## src/rtl/mem_port_arbiter_if.sv

```systemverilog
// Request, grant and memory handshake signals shared by the fetch path, the LSU and the memory port.
// The slave modport is the arbiter's view; master is the surrounding pipeline and memory.
interface mem_port_arbiter_if;
  logic        if_req;
  logic [31:0] if_addr;
  logic        if_gnt;
  logic        if_rvalid;
  logic [31:0] if_rdata;

  logic        ls_req;
  logic        ls_we;
  logic [3:0]  ls_mask;
  logic [31:0] ls_addr;
  logic [31:0] ls_wdata;
  logic        ls_gnt;
  logic        ls_rvalid;
  logic [31:0] ls_rdata;

  logic        mem_req;
  logic        mem_we;
  logic [3:0]  mem_mask;
  logic [31:0] mem_addr;
  logic [31:0] mem_wdata;
  logic        mem_ack;
  logic [31:0] mem_rdata;

  modport slave (
    input  if_req, if_addr,
    output if_gnt, if_rvalid, if_rdata,
    input  ls_req, ls_we, ls_mask, ls_addr, ls_wdata,
    output ls_gnt, ls_rvalid, ls_rdata,
    output mem_req, mem_we, mem_mask, mem_addr, mem_wdata,
    input  mem_ack, mem_rdata
  );

  modport master (
    output if_req, if_addr,
    input  if_gnt, if_rvalid, if_rdata,
    output ls_req, ls_we, ls_mask, ls_addr, ls_wdata,
    input  ls_gnt, ls_rvalid, ls_rdata,
    input  mem_req, mem_we, mem_mask, mem_addr, mem_wdata,
    output mem_ack, mem_rdata
  );
endinterface

```

## src/rtl/mem_port_arbiter.sv

```systemverilog
// Shares one single-ported memory between instruction fetch and the LSU, one transaction at a time.
// Data wins contention, but a bounded streak of data wins forces fetch through so it cannot starve.
module mem_port_arbiter #(
  parameter int unsigned MAX_DATA_STREAK = 4
) (
  input  logic                clk,
  input  logic                rst,
  mem_port_arbiter_if.slave   bus,
  output logic                busy
);

  typedef enum logic [1:0] {
    IDLE  = 2'd0,
    FETCH = 2'd1,
    DATA  = 2'd2
  } state_t;

  localparam logic [3:0] STREAK_MAX = 4'(MAX_DATA_STREAK);

  state_t      r_state;
  state_t      w_next_state;
  logic [3:0]  r_streak;
  logic [3:0]  w_next_streak;
  logic        w_grant_if;
  logic        w_grant_ls;
  logic        w_ack;

  logic        r_if_gnt;
  logic        r_if_rvalid;
  logic [31:0] r_if_rdata;
  logic        r_ls_gnt;
  logic        r_ls_rvalid;
  logic [31:0] r_ls_rdata;
  logic        r_mem_req;
  logic        r_mem_we;
  logic [3:0]  r_mem_mask;
  logic [31:0] r_mem_addr;
  logic [31:0] r_mem_wdata;

  // Streak only grows while fetch is actually waiting, so it can never pass STREAK_MAX.
  always_comb begin
    w_next_state  = r_state;
    w_next_streak = r_streak;
    w_grant_if    = 1'b0;
    w_grant_ls    = 1'b0;
    w_ack         = 1'b0;
    case (r_state)
      IDLE: begin
        if (bus.ls_req && (!bus.if_req || (r_streak < STREAK_MAX))) begin
          w_grant_ls    = 1'b1;
          w_next_state  = DATA;
          w_next_streak = bus.if_req ? (r_streak + 4'd1) : 4'd0;
        end else if (bus.if_req) begin
          w_grant_if    = 1'b1;
          w_next_state  = FETCH;
          w_next_streak = 4'd0;
        end
      end
      FETCH, DATA: begin
        if (bus.mem_ack) begin
          w_ack        = 1'b1;
          w_next_state = IDLE;
        end
      end
      default: w_next_state = IDLE;
    endcase
  end

  always_ff @(posedge clk or posedge rst) begin
    if (rst) begin
      r_state  <= IDLE;
      r_streak <= 4'd0;
    end else begin
      r_state  <= w_next_state;
      r_streak <= w_next_streak;
    end
  end

  always_ff @(posedge clk or posedge rst) begin
    if (rst) begin
      r_if_gnt    <= 1'b0;
      r_if_rvalid <= 1'b0;
      r_if_rdata  <= 32'd0;
      r_ls_gnt    <= 1'b0;
      r_ls_rvalid <= 1'b0;
      r_ls_rdata  <= 32'd0;
      r_mem_req   <= 1'b0;
      r_mem_we    <= 1'b0;
      r_mem_mask  <= 4'd0;
      r_mem_addr  <= 32'd0;
      r_mem_wdata <= 32'd0;
    end else begin
      r_if_gnt    <= w_grant_if;
      r_ls_gnt    <= w_grant_ls;
      r_if_rvalid <= w_ack && (r_state == FETCH);
      r_ls_rvalid <= w_ack && (r_state == DATA);

      if (w_grant_if) begin
        r_mem_req   <= 1'b1;
        r_mem_we    <= 1'b0;
        r_mem_mask  <= 4'hF;
        r_mem_addr  <= bus.if_addr;
        r_mem_wdata <= 32'd0;
      end else if (w_grant_ls) begin
        r_mem_req   <= 1'b1;
        r_mem_we    <= bus.ls_we;
        r_mem_mask  <= bus.ls_mask;
        r_mem_addr  <= bus.ls_addr;
        r_mem_wdata <= bus.ls_wdata;
      end else if (w_ack) begin
        r_mem_req   <= 1'b0;
      end

      // The held mem_we still identifies a store at completion time; stores return zero.
      if (w_ack && (r_state == FETCH)) begin
        r_if_rdata <= bus.mem_rdata;
      end
      if (w_ack && (r_state == DATA)) begin
        r_ls_rdata <= r_mem_we ? 32'd0 : bus.mem_rdata;
      end
    end
  end

  assign bus.if_gnt    = r_if_gnt;
  assign bus.if_rvalid = r_if_rvalid;
  assign bus.if_rdata  = r_if_rdata;
  assign bus.ls_gnt    = r_ls_gnt;
  assign bus.ls_rvalid = r_ls_rvalid;
  assign bus.ls_rdata  = r_ls_rdata;
  assign bus.mem_req   = r_mem_req;
  assign bus.mem_we    = r_mem_we;
  assign bus.mem_mask  = r_mem_mask;
  assign bus.mem_addr  = r_mem_addr;
  assign bus.mem_wdata = r_mem_wdata;
  assign busy          = (r_state != IDLE);

endmodule
```

## src/flat_wrapper.sv

```systemverilog
// flat-port wrapper written by rule: the top's interface ports become plain ports
module mem_port_arbiter_flat 
#(
  parameter int unsigned MAX_DATA_STREAK = 4
)
  (clk, rst, busy, bus_if_req, bus_if_addr, bus_if_gnt, bus_if_rvalid, bus_if_rdata, bus_ls_req, bus_ls_we, bus_ls_mask, bus_ls_addr, bus_ls_wdata, bus_ls_gnt, bus_ls_rvalid, bus_ls_rdata, bus_mem_req, bus_mem_we, bus_mem_mask, bus_mem_addr, bus_mem_wdata, bus_mem_ack, bus_mem_rdata);
  mem_port_arbiter_if bus_i ();
  input  logic clk;
  input  logic rst;
  output logic busy;
  input wire logic [$bits(bus_i.if_req)-1:0] bus_if_req;
  input wire logic [$bits(bus_i.if_addr)-1:0] bus_if_addr;
  output wire logic [$bits(bus_i.if_gnt)-1:0] bus_if_gnt;
  output wire logic [$bits(bus_i.if_rvalid)-1:0] bus_if_rvalid;
  output wire logic [$bits(bus_i.if_rdata)-1:0] bus_if_rdata;
  input wire logic [$bits(bus_i.ls_req)-1:0] bus_ls_req;
  input wire logic [$bits(bus_i.ls_we)-1:0] bus_ls_we;
  input wire logic [$bits(bus_i.ls_mask)-1:0] bus_ls_mask;
  input wire logic [$bits(bus_i.ls_addr)-1:0] bus_ls_addr;
  input wire logic [$bits(bus_i.ls_wdata)-1:0] bus_ls_wdata;
  output wire logic [$bits(bus_i.ls_gnt)-1:0] bus_ls_gnt;
  output wire logic [$bits(bus_i.ls_rvalid)-1:0] bus_ls_rvalid;
  output wire logic [$bits(bus_i.ls_rdata)-1:0] bus_ls_rdata;
  output wire logic [$bits(bus_i.mem_req)-1:0] bus_mem_req;
  output wire logic [$bits(bus_i.mem_we)-1:0] bus_mem_we;
  output wire logic [$bits(bus_i.mem_mask)-1:0] bus_mem_mask;
  output wire logic [$bits(bus_i.mem_addr)-1:0] bus_mem_addr;
  output wire logic [$bits(bus_i.mem_wdata)-1:0] bus_mem_wdata;
  input wire logic [$bits(bus_i.mem_ack)-1:0] bus_mem_ack;
  input wire logic [$bits(bus_i.mem_rdata)-1:0] bus_mem_rdata;
  assign bus_i.if_req = bus_if_req;
  assign bus_i.if_addr = bus_if_addr;
  assign bus_if_gnt = bus_i.if_gnt;
  assign bus_if_rvalid = bus_i.if_rvalid;
  assign bus_if_rdata = bus_i.if_rdata;
  assign bus_i.ls_req = bus_ls_req;
  assign bus_i.ls_we = bus_ls_we;
  assign bus_i.ls_mask = bus_ls_mask;
  assign bus_i.ls_addr = bus_ls_addr;
  assign bus_i.ls_wdata = bus_ls_wdata;
  assign bus_ls_gnt = bus_i.ls_gnt;
  assign bus_ls_rvalid = bus_i.ls_rvalid;
  assign bus_ls_rdata = bus_i.ls_rdata;
  assign bus_mem_req = bus_i.mem_req;
  assign bus_mem_we = bus_i.mem_we;
  assign bus_mem_mask = bus_i.mem_mask;
  assign bus_mem_addr = bus_i.mem_addr;
  assign bus_mem_wdata = bus_i.mem_wdata;
  assign bus_i.mem_ack = bus_mem_ack;
  assign bus_i.mem_rdata = bus_mem_rdata;
  mem_port_arbiter #(.MAX_DATA_STREAK(MAX_DATA_STREAK)) u_core (.clk(clk), .rst(rst), .bus(bus_i), .busy(busy));
endmodule
```

## config.mk

```make
export PLATFORM = sky130hd
export DESIGN_NAME = mem_port_arbiter_flat
export DESIGN_NICKNAME = d
export VERILOG_FILES = /design/src/rtl/mem_port_arbiter_if.sv /design/src/rtl/mem_port_arbiter.sv /design/src/flat_wrapper.sv
export SDC_FILE = /design/constraint.sdc
export NUM_CORES = 1
export LEC_CHECK = 0
export CAP_MARGIN = 20
export CORE_ASPECT_RATIO = 1.5
export CORE_MARGIN = 10
export CORE_UTILIZATION = 45
export DETAILED_ROUTE_END_ITERATION = 6
export PLACE_DENSITY = 0.85
export SETUP_SLACK_MARGIN = 0.2
export SKIP_LAST_GASP = 1
export SYNTH_ARGS = -nofsm -noshare
export SYNTH_HDL_FRONTEND = slang
export SYNTH_SLANG_ARGS = --single-unit
```

## constraint.sdc

```tcl
create_clock -name clk -period 10.9 [get_ports clk]
set_input_delay 1.09 -clock clk [delete_from_list [all_inputs] [get_ports clk]]
set_output_delay 1.09 -clock clk [all_outputs]
set_load 0.1 [all_outputs]
```

======== Word level (Yosys, flattened, before mapping) ========
Cells that the tools add are included.
storage, ports and cells
  bits in writable memories ............... 0
  memory bits (read-only) ................. 0
  flip-flop bits (word level) ............. 144
  memories kept ........................... 0
  input port bits ......................... 138
  output and inout bits ................... 139
  bits in latches ......................... 0
  word-level logic and storage cells ...... 58
cells by class
  bitwise operators ....................... 0
  equal/unequal tests ..................... 4
  mux-type cells .......................... 26
  $lt $le $gt $ge ......................... 1
  div/mod/pow operators ................... 0
  multipliers ............................. 0
  reduce and logical (&&, ||, !) cells .... 13
  shifts and indexed selects .............. 0
  add/sub/neg operators ................... 1
operator list
  kind                                                                    count
  32-bit two-way mux                                                      5
  4-bit two-way mux                                                       5
  1-bit two-way mux                                                       12
  2-bit two-way mux                                                       3
  2-bit nonzero test                                                      3
  4-bit by 1-bit adder with 4-bit output (second input constant)          1
  4-bit by 3-bit < comparator with 1-bit output (second input constant)   1
  2-bit one-hot mux with 2 select lines                                   1
  2-bit AND reduction                                                     2
  1-bit logical AND                                                       3
  3-bit by 2-bit != test with 1-bit output (second input constant)        1
  3-bit nonzero test                                                      1
  2-bit by 1-bit equality test with 1-bit output (second input constant)  1
  2-bit equality test (second input constant)                             1
  2-bit logical NOT                                                       1
  2-bit != test (second input constant)                                   1
  2-bit OR reduction                                                      1
  1-bit logical NOT                                                       1
  1-bit logical OR                                                        1

======== Logic depth before layout (Yosys ltp) ========
Gate-level depths: netlist (run 1).
  depth in word-level cells ............... 7
  mapped depth ............................ 8
  gate-level depth less buffers ........... 5

======== Least setup slack after synthesis (run 1) ========
No wires, ideal clock.
  path kind ............................... register to output
  start ................................... register u_core.r_state[0]
  end ..................................... output busy
  stages on the path, launching flop included .. 5
  required time ........................... 9.810 ns
  path buffers ............................ 1
  slack ................................... 8.434 ns
  data arrival time ....................... 1.376 ns
  cell sequence ........................... dfrtp_1 > inv_1 > ha_1 > buf_4 > inv_1
on the way
  word-level cells in the longest chain between the ends .. 1
RTL lines
  what                    RTL line                 RTL
  start, declared         mem_port_arbiter.sv:20   state_t r_state;
  start signal, assigned  mem_port_arbiter.sv:74   r_state <= w_next_state;
  2-bit nonzero test      mem_port_arbiter.sv:135  assign busy = (r_state != IDLE);
  end, declared           flat_wrapper.sv:10       output logic busy;
No other way between the ends.

======== Worst setup path after layout (run 1) ========
Same ends and word-level chain as after synthesis.

==> flow_summary.toml, run 1 <==
[status]
run_status = "finished clean"

[yosys]
synth_instances = 521
synth_largest_area_cell = "dfrtp_1"
synthesis.area_um2 = 6190
synth_top_area_share_pct = 58.2
post_synth_main_area_contributors = "dfrtp_1 (58%), a41oi_2 (7.9%), mux2_2 (6.0%)"
synth.yosys.seq_area_share_pct = 58.2
synth_enable_flop_cells = 0
netlist_top_cells_count = "dfrtp_1 (144), o21ai_0 (62), nand2_1 (40)"
post-synth-top-count-cell = "dfrtp_1"
ys_dominant_reg_cell = "dfrtp_1"
synth_cell_types = 30
synth.yosys.warnings = 0
synth_area_per_cell_um2 = 11.9
postSynthNetCount = 663
ys_ff_latch = 144
synth-async-reset-ratio_pct = 100

[clock_tree]
ctsRootBufferMaster = "clkbuf_16"
worst_skew_late_latency_ns = 0.41
cts.sink_count = 144
post_cts.resized_instances = 0
cts.hold.buffers_added = 0
clock_slew_seen_by_the_registers_of_the_worst_setup_and_hold_paths_ns = 0.06
clock_tree.buffer_depth = 2
cts_htree_levels = 4
postCtsSetupRepairBufs = 0
num_cts_buffers = 17
tritoncts_clock_tree = "built"

[timing]
rsz0062_at_grt = "false"
clock-skew-final_ns = 0.0150
final_critical_path_setup_slack_ns = 6.74
final.setup.tns_ns = 0
timing_hold_violations_final = 0
whs_ns = 0.482
fmaxAchievable_mhz = 241
setup-violations-final = 0
final.period_utilization_pct = 38.1
report.final.slew_viol_count = 0
final.min_clock_period_ns = 4.16
relative_slew_slack_pct = 27.1
timing_worst_slew_pin_value_ns = 1.09

[routing]
detailroute.via_count = 5251
detailedRoute.firstIterationViolations = 326
firstDrtPassIters = 4
drt-wirelength-per-cell_um = 22.3
drtAntennaViolNets = 0
post_drt_via_cell_ratio = 5.49
drc = 0
finalWirelength_um = 21400

[placed_design]
post-place-ws_ns = 7.17
place.port_buffers = 276
placer_s_final_routability_congestion_estimate = 0.845
detailedPlacementHpwl_um = 15600

[critical_path]
r2r-end = "u_core.bus.mem_addr[28]$_DFFE_PP0P_"
crit_path_end_kind = "output pin"
timing_worst_setup_path_type = "register to output pin"
ff2ff_path_depth = 5
setup.reg_to_reg.worst_slack_ns = 7.92
r2r-start = "u_core.r_state[0]$_DFFE_PP0P_"
timing.critical_path.fanout_max = 38
worstPathRequired_ns = 9.81
cp_data_arrival_time_ns = 3.07
startpoint_type = "register"

[final_layout]
post_route_cells_drive_above_1_share_pct = 14.1
flow.area_growth_from_synthesis_pct = 55.4
final_net_count = 921

[grt]
grt_overflow_total = 0
grt_antenna_before_repair = 1
grt_usage_pct = 21.8
first_global_vias = 5742
global_route_wire_length_before_repair_um = 32400
grt_start_max_net_pins = 84

[die]
dieArea_um2 = 19000
core_area_um2 = 13500
count_of_standard_cell_rows = 52
die_width_um = 116
io_pins = 277
initial_core_util_pct = 45.8
die_y_um = 164

[worst_hold_path]
min_from = "u_core.bus.mem_req$_DFFE_PP0P_"
min_delay_path_depth = 2
whs_endpoint = "u_core.bus.mem_req$_DFFE_PP0P_"
worst_hold_path_type = "register to register"

[run]
drv.max_cap_violation_count = 0
[critical path: stages, from the launching register on]
cell	delay (ns)
dfrtp_1	0.40
inv_1	0.10
ha_2	0.91
inv_1	0.18
clkdlybuf4s50_1	1.07
[worst max path at each step]
stage / slack [ns] / cells past startpoint / startpoint / endpoint
3_3_place_gp: 7.24 / 4 / u_core.r_state[0]$_DFFE_PP0P_ / busy
2_1_floorplan: 5.94 / 1 / rst / u_core.bus.if_gnt$_DFF_PP0_
4_1_cts: 6.75 / 4 / u_core.r_state[0]$_DFFE_PP0P_ / busy
5_1_grt: 6.57 / 4 / u_core.r_state[0]$_DFFE_PP0P_ / busy
6_report: 6.74 / 4 / u_core.r_state[0]$_DFFE_PP0P_ / busy
3_5_place_dp: 7.17 / 4 / u_core.r_state[0]$_DFFE_PP0P_ / busy
[cell usage in the layout (no fill, tap or decap), types with 2 or more instances in the layout]
master / Yosys / routed
nand2b_1: 33 / 33
inv_8: 0 / 3
o22a_1: 4 / 4
clkbuf_16: 0 / 17
clkinvlp_4: 0 / 2
o21ai_1: 5 / 5
a41oi_2: 30 / 30
nand2_1: 40 / 39
clkinv_4: 0 / 2
diode_2: 0 / 2
inv_1: 7 / 6
a41oi_1: 2 / 2
inv_6: 0 / 6
a22o_1: 33 / 33
o21ai_0: 62 / 62
buf_12: 0 / 2
ha_1: 4 / 3
buf_4: 2 / 6
nor2_1: 33 / 33
mux2_2: 33 / 33
a21oi_1: 33 / 33
clkdlybuf4s50_1: 0 / 275
dfrtp_1: 144 / 144
nand3_1: 3 / 3
[routing by layer]
| layer | up-vias | share of wire [%] | track usage, % |
|---|---|---|---|
| li1 | 2378 | - | - |
| met1 | 2617 | 36 | 23.2 |
| met2 | 220 | 53 | 37.6 |
| met3 | 36 | 8.1 | 7.45 |
| met4 | 0 | 3.8 | 10.2 |
| met5 | - | 0 | 0 |
[flip-flops by register name, summed over array words and instances, names as in the netlist]
register,count
u_core.bus.if_gnt,1
u_core.bus.ls_rdata,32
u_core.bus.if_rdata,32
u_core.bus.mem_req,1
u_core.bus.mem_mask,4
u_core.bus.mem_wdata,32
u_core.r_state,2
u_core.bus.mem_addr,32
u_core.bus.ls_gnt,1
u_core.bus.mem_we,1
u_core.r_streak,4
u_core.bus.ls_rvalid,1
u_core.bus.if_rvalid,1
[per-stage QoR]
step	area (um2)	instances	util [%]
2_1_floorplan	6190	521	-
5_1_grt	9630	955	71.1
3_5_place_dp	8980	919	66.4
6_report	9630	956	71.1
3_3_place_gp	8980	919	66.4
4_1_cts	9570	951	70.7
[layout make-up]
| type | count | area, um2 |
|---|---|---|
| Sequential cell | 144 | 3600 |
| Tap cell | 162 | 203 |
| Antenna cell | 2 | 5.00 |
| Timing Repair Buffer | 285 | 2860 |
| Clock inverter | 14 | 145 |
| Multi-Input combinational cell | 323 | 2340 |
| Fill cell | 955 | 3910 |
| Inverter | 8 | 35.0 |
| Clock buffer | 18 | 439 |
[cell families after synthesis]
logic type / after synthesis / share of synthesized area (%)
buffers and inverters: 54 / 4.36
DFF: 144 / 58.2
muxes: 34 / 6.16
AOI/OAI and AO/OA: 173 / 22.1
and+or+nand+nor: 112 / 8.44
adders and majority gates: 4 / 0.808
Power of run 1 is not shown: default switching activity piles up to over one toggle a cycle in this logic, so the estimate is an artifact.
==> run 2: changes to the inputs <==
--- a/config.mk
+++ b/config.mk
@@ -8,9 +8,9 @@
 export CAP_MARGIN = 20
 export CORE_ASPECT_RATIO = 1.5
 export CORE_MARGIN = 10
-export CORE_UTILIZATION = 45
+export CORE_UTILIZATION = 38
 export DETAILED_ROUTE_END_ITERATION = 6
-export PLACE_DENSITY = 0.85
+export PLACE_DENSITY = 0.77
 export SETUP_SLACK_MARGIN = 0.2
 export SKIP_LAST_GASP = 1
 export SYNTH_ARGS = -nofsm -noshare
==> constraint.sdc (replaced) <==
create_clock -name clk -period 3.6 [get_ports clk]
set_input_delay 0.36 -clock clk [delete_from_list [all_inputs] [get_ports clk]]
set_output_delay 0.36 -clock clk [all_outputs]
set_load 0.1 [all_outputs]
==> run 2 against run 1 <==
Sequential share of layout area decreased by 0.27 points. Flip-flop and latch count unchanged. First-iteration DRC count increased by 25%. Global-route usage shrank 3.5 points. Final cell count rose by 4.5%.
==> flow_summary.toml, run 2 (same netlist as run 1, synthesis figures left out) <==
[timing]
fmaxAchievable_mhz = 407
timing_worst_slew_pin_value_ns = 1.11
rsz0062_at_grt = "false"
final.period_utilization_pct = 68.3
final.setup.tns_ns = 0
setup-violations-final = 0
clock-skew-final_ns = 0.0135
report.final.slew_viol_count = 0
final.min_clock_period_ns = 2.46
relative_slew_slack_pct = 25.8
timing_hold_violations_final = 0

[die]
die_width_um = 124
initial_core_util_pct = 38.4
count_of_standard_cell_rows = 57
core_area_um2 = 16100
die_y_um = 176
dieArea_um2 = 21900
io_pins = 277

[clock_tree]
worst_skew_late_latency_ns = 0.42
clock_slew_seen_by_the_registers_of_the_worst_setup_and_hold_paths_ns = 0.07
cts.sink_count = 144
tritoncts_clock_tree = "built"
num_cts_buffers = 17
cts_htree_levels = 4
post_cts.resized_instances = 0
clock_tree.buffer_depth = 2
postCtsSetupRepairBufs = 0
ctsRootBufferMaster = "clkbuf_16"
cts.hold.buffers_added = 0

[final_layout]
final_net_count = 921
layout_common_cells = "clkdlybuf4s50_1 (273), dfrtp_1 (144), o21ai_0 (62)"
flow.area_growth_from_synthesis_pct = 56.6
final_area_um2 = 9700
mostFrequentLayoutCell = "clkdlybuf4s50_1"
post_route_cells_drive_above_1_share_pct = 14.5

[critical_path]
cp_data_arrival_time_ns = 2.75
crit_path_end_kind = "register"
worstPathRequired_ns = 3.89
timing_worst_setup_path_type = "register to register"
timing.critical_path.fanout_max = 33
startpoint_type = "register"

[grt]
global_route_wire_length_before_repair_um = 32400
grt_overflow_total = 0
first_global_vias = 5611
grt_usage_pct = 18.3
grt_antenna_before_repair = 1
grt_start_max_net_pins = 142

[routing]
post_drt_via_cell_ratio = 5.15
finalWirelength_um = 20500
drt-wirelength-per-cell_um = 20.5
drc = 0
detailedRoute.firstIterationViolations = 408
detailroute.via_count = 5144
firstDrtPassIters = 4
drtAntennaViolNets = 0

[run]
drv.max_cap_violation_count = 0

[placed_design]
place.port_buffers = 276
detailedPlacementHpwl_um = 15100
detailed_place.area_um2 = 9070
placer_s_final_routability_congestion_estimate = 0.823

[worst_hold_path]
worst_hold_path_type = "input port to asynchronous set/reset pin"

[status]
run_status = "finished clean"
run 2: cell types whose count changed in the layout (fill, tap and decap cells not counted), moves of 2 or more:
| cell | previous run | this run |
|---|---|---|
| buf_4 | 6 | 8 |
| clkdlybuf4s50_1 | 275 | 273 |
| clkinv_4 | 2 | 5 |
| inv_6 | 6 | 4 |
| inv_8 | 3 | 0 |
run 2: metal layers:
layer	up-vias	GRT usage, %	part of all wire [%]
met5	-	0	0
met1	2538	20.3	37
li1	2379	-	-
met3	26	5.34	6.2
met2	201	31.9	54
met4	0	7.84	2.7
run 2: worst max-delay path: stages, from the launching register on:
cell     delay (ns)
dfrtp_1        0.38
inv_1          0.10
ha_2           0.54
nand2_1        0.72
o21ai_0        0.48
a21oi_1        0.11
run 2: layout make-up:
| type | instances | area (um2) |
|---|---|---|
| timing repair buffer | 285 | 2860 |
| fill | 1335 | 6420 |
| sequential | 144 | 3600 |
| inverter | 8 | 33.8 |
| antenna | 1 | 2.50 |
| tap | 206 | 258 |
| clock buffer | 19 | 453 |
| clock inverter | 13 | 151 |
| multi-input combinational | 323 | 2340 |
run 2: path summary, 6_finish.rpt:
kind                                                           from                             endpoint  slack, ns  cells after the start
worst min-delay path                                            rst   u_core.bus.if_rdata[0]$_DFFE_PP0P_       0.18                      2
max in group asynchronous                                       rst   u_core.bus.ls_rdata[9]$_DFFE_PP0P_       2.44                      3
worst min register to register  u_core.bus.ls_rdata[22]$_DFFE_PP0P_  u_core.bus.ls_rdata[22]$_DFFE_PP0P_       0.48                      2
worst max-delay path                  u_core.r_state[1]$_DFFE_PP0P_  u_core.bus.mem_addr[18]$_DFFE_PP0P_       1.14                      5
worst max register to register        u_core.r_state[1]$_DFFE_PP0P_  u_core.bus.mem_addr[18]$_DFFE_PP0P_       1.14                      5
min in group clk                u_core.bus.ls_rdata[22]$_DFFE_PP0P_  u_core.bus.ls_rdata[22]$_DFFE_PP0P_       0.48                      2
run 2: metrics by stage:
step	utilization [%]	instances	hold WS (ns)	worst slack, ns
floorplan	-	521	0.469	1.43
global placement	56.3	965	0.464	1.10
detailed placement	56.3	965	0.472	1.05
CTS	60.0	997	0.167	1.17
global route	60.2	999	0.174	0.846
finish	60.2	999	0.184	1.14
Power of run 2 is left out for the same reason.
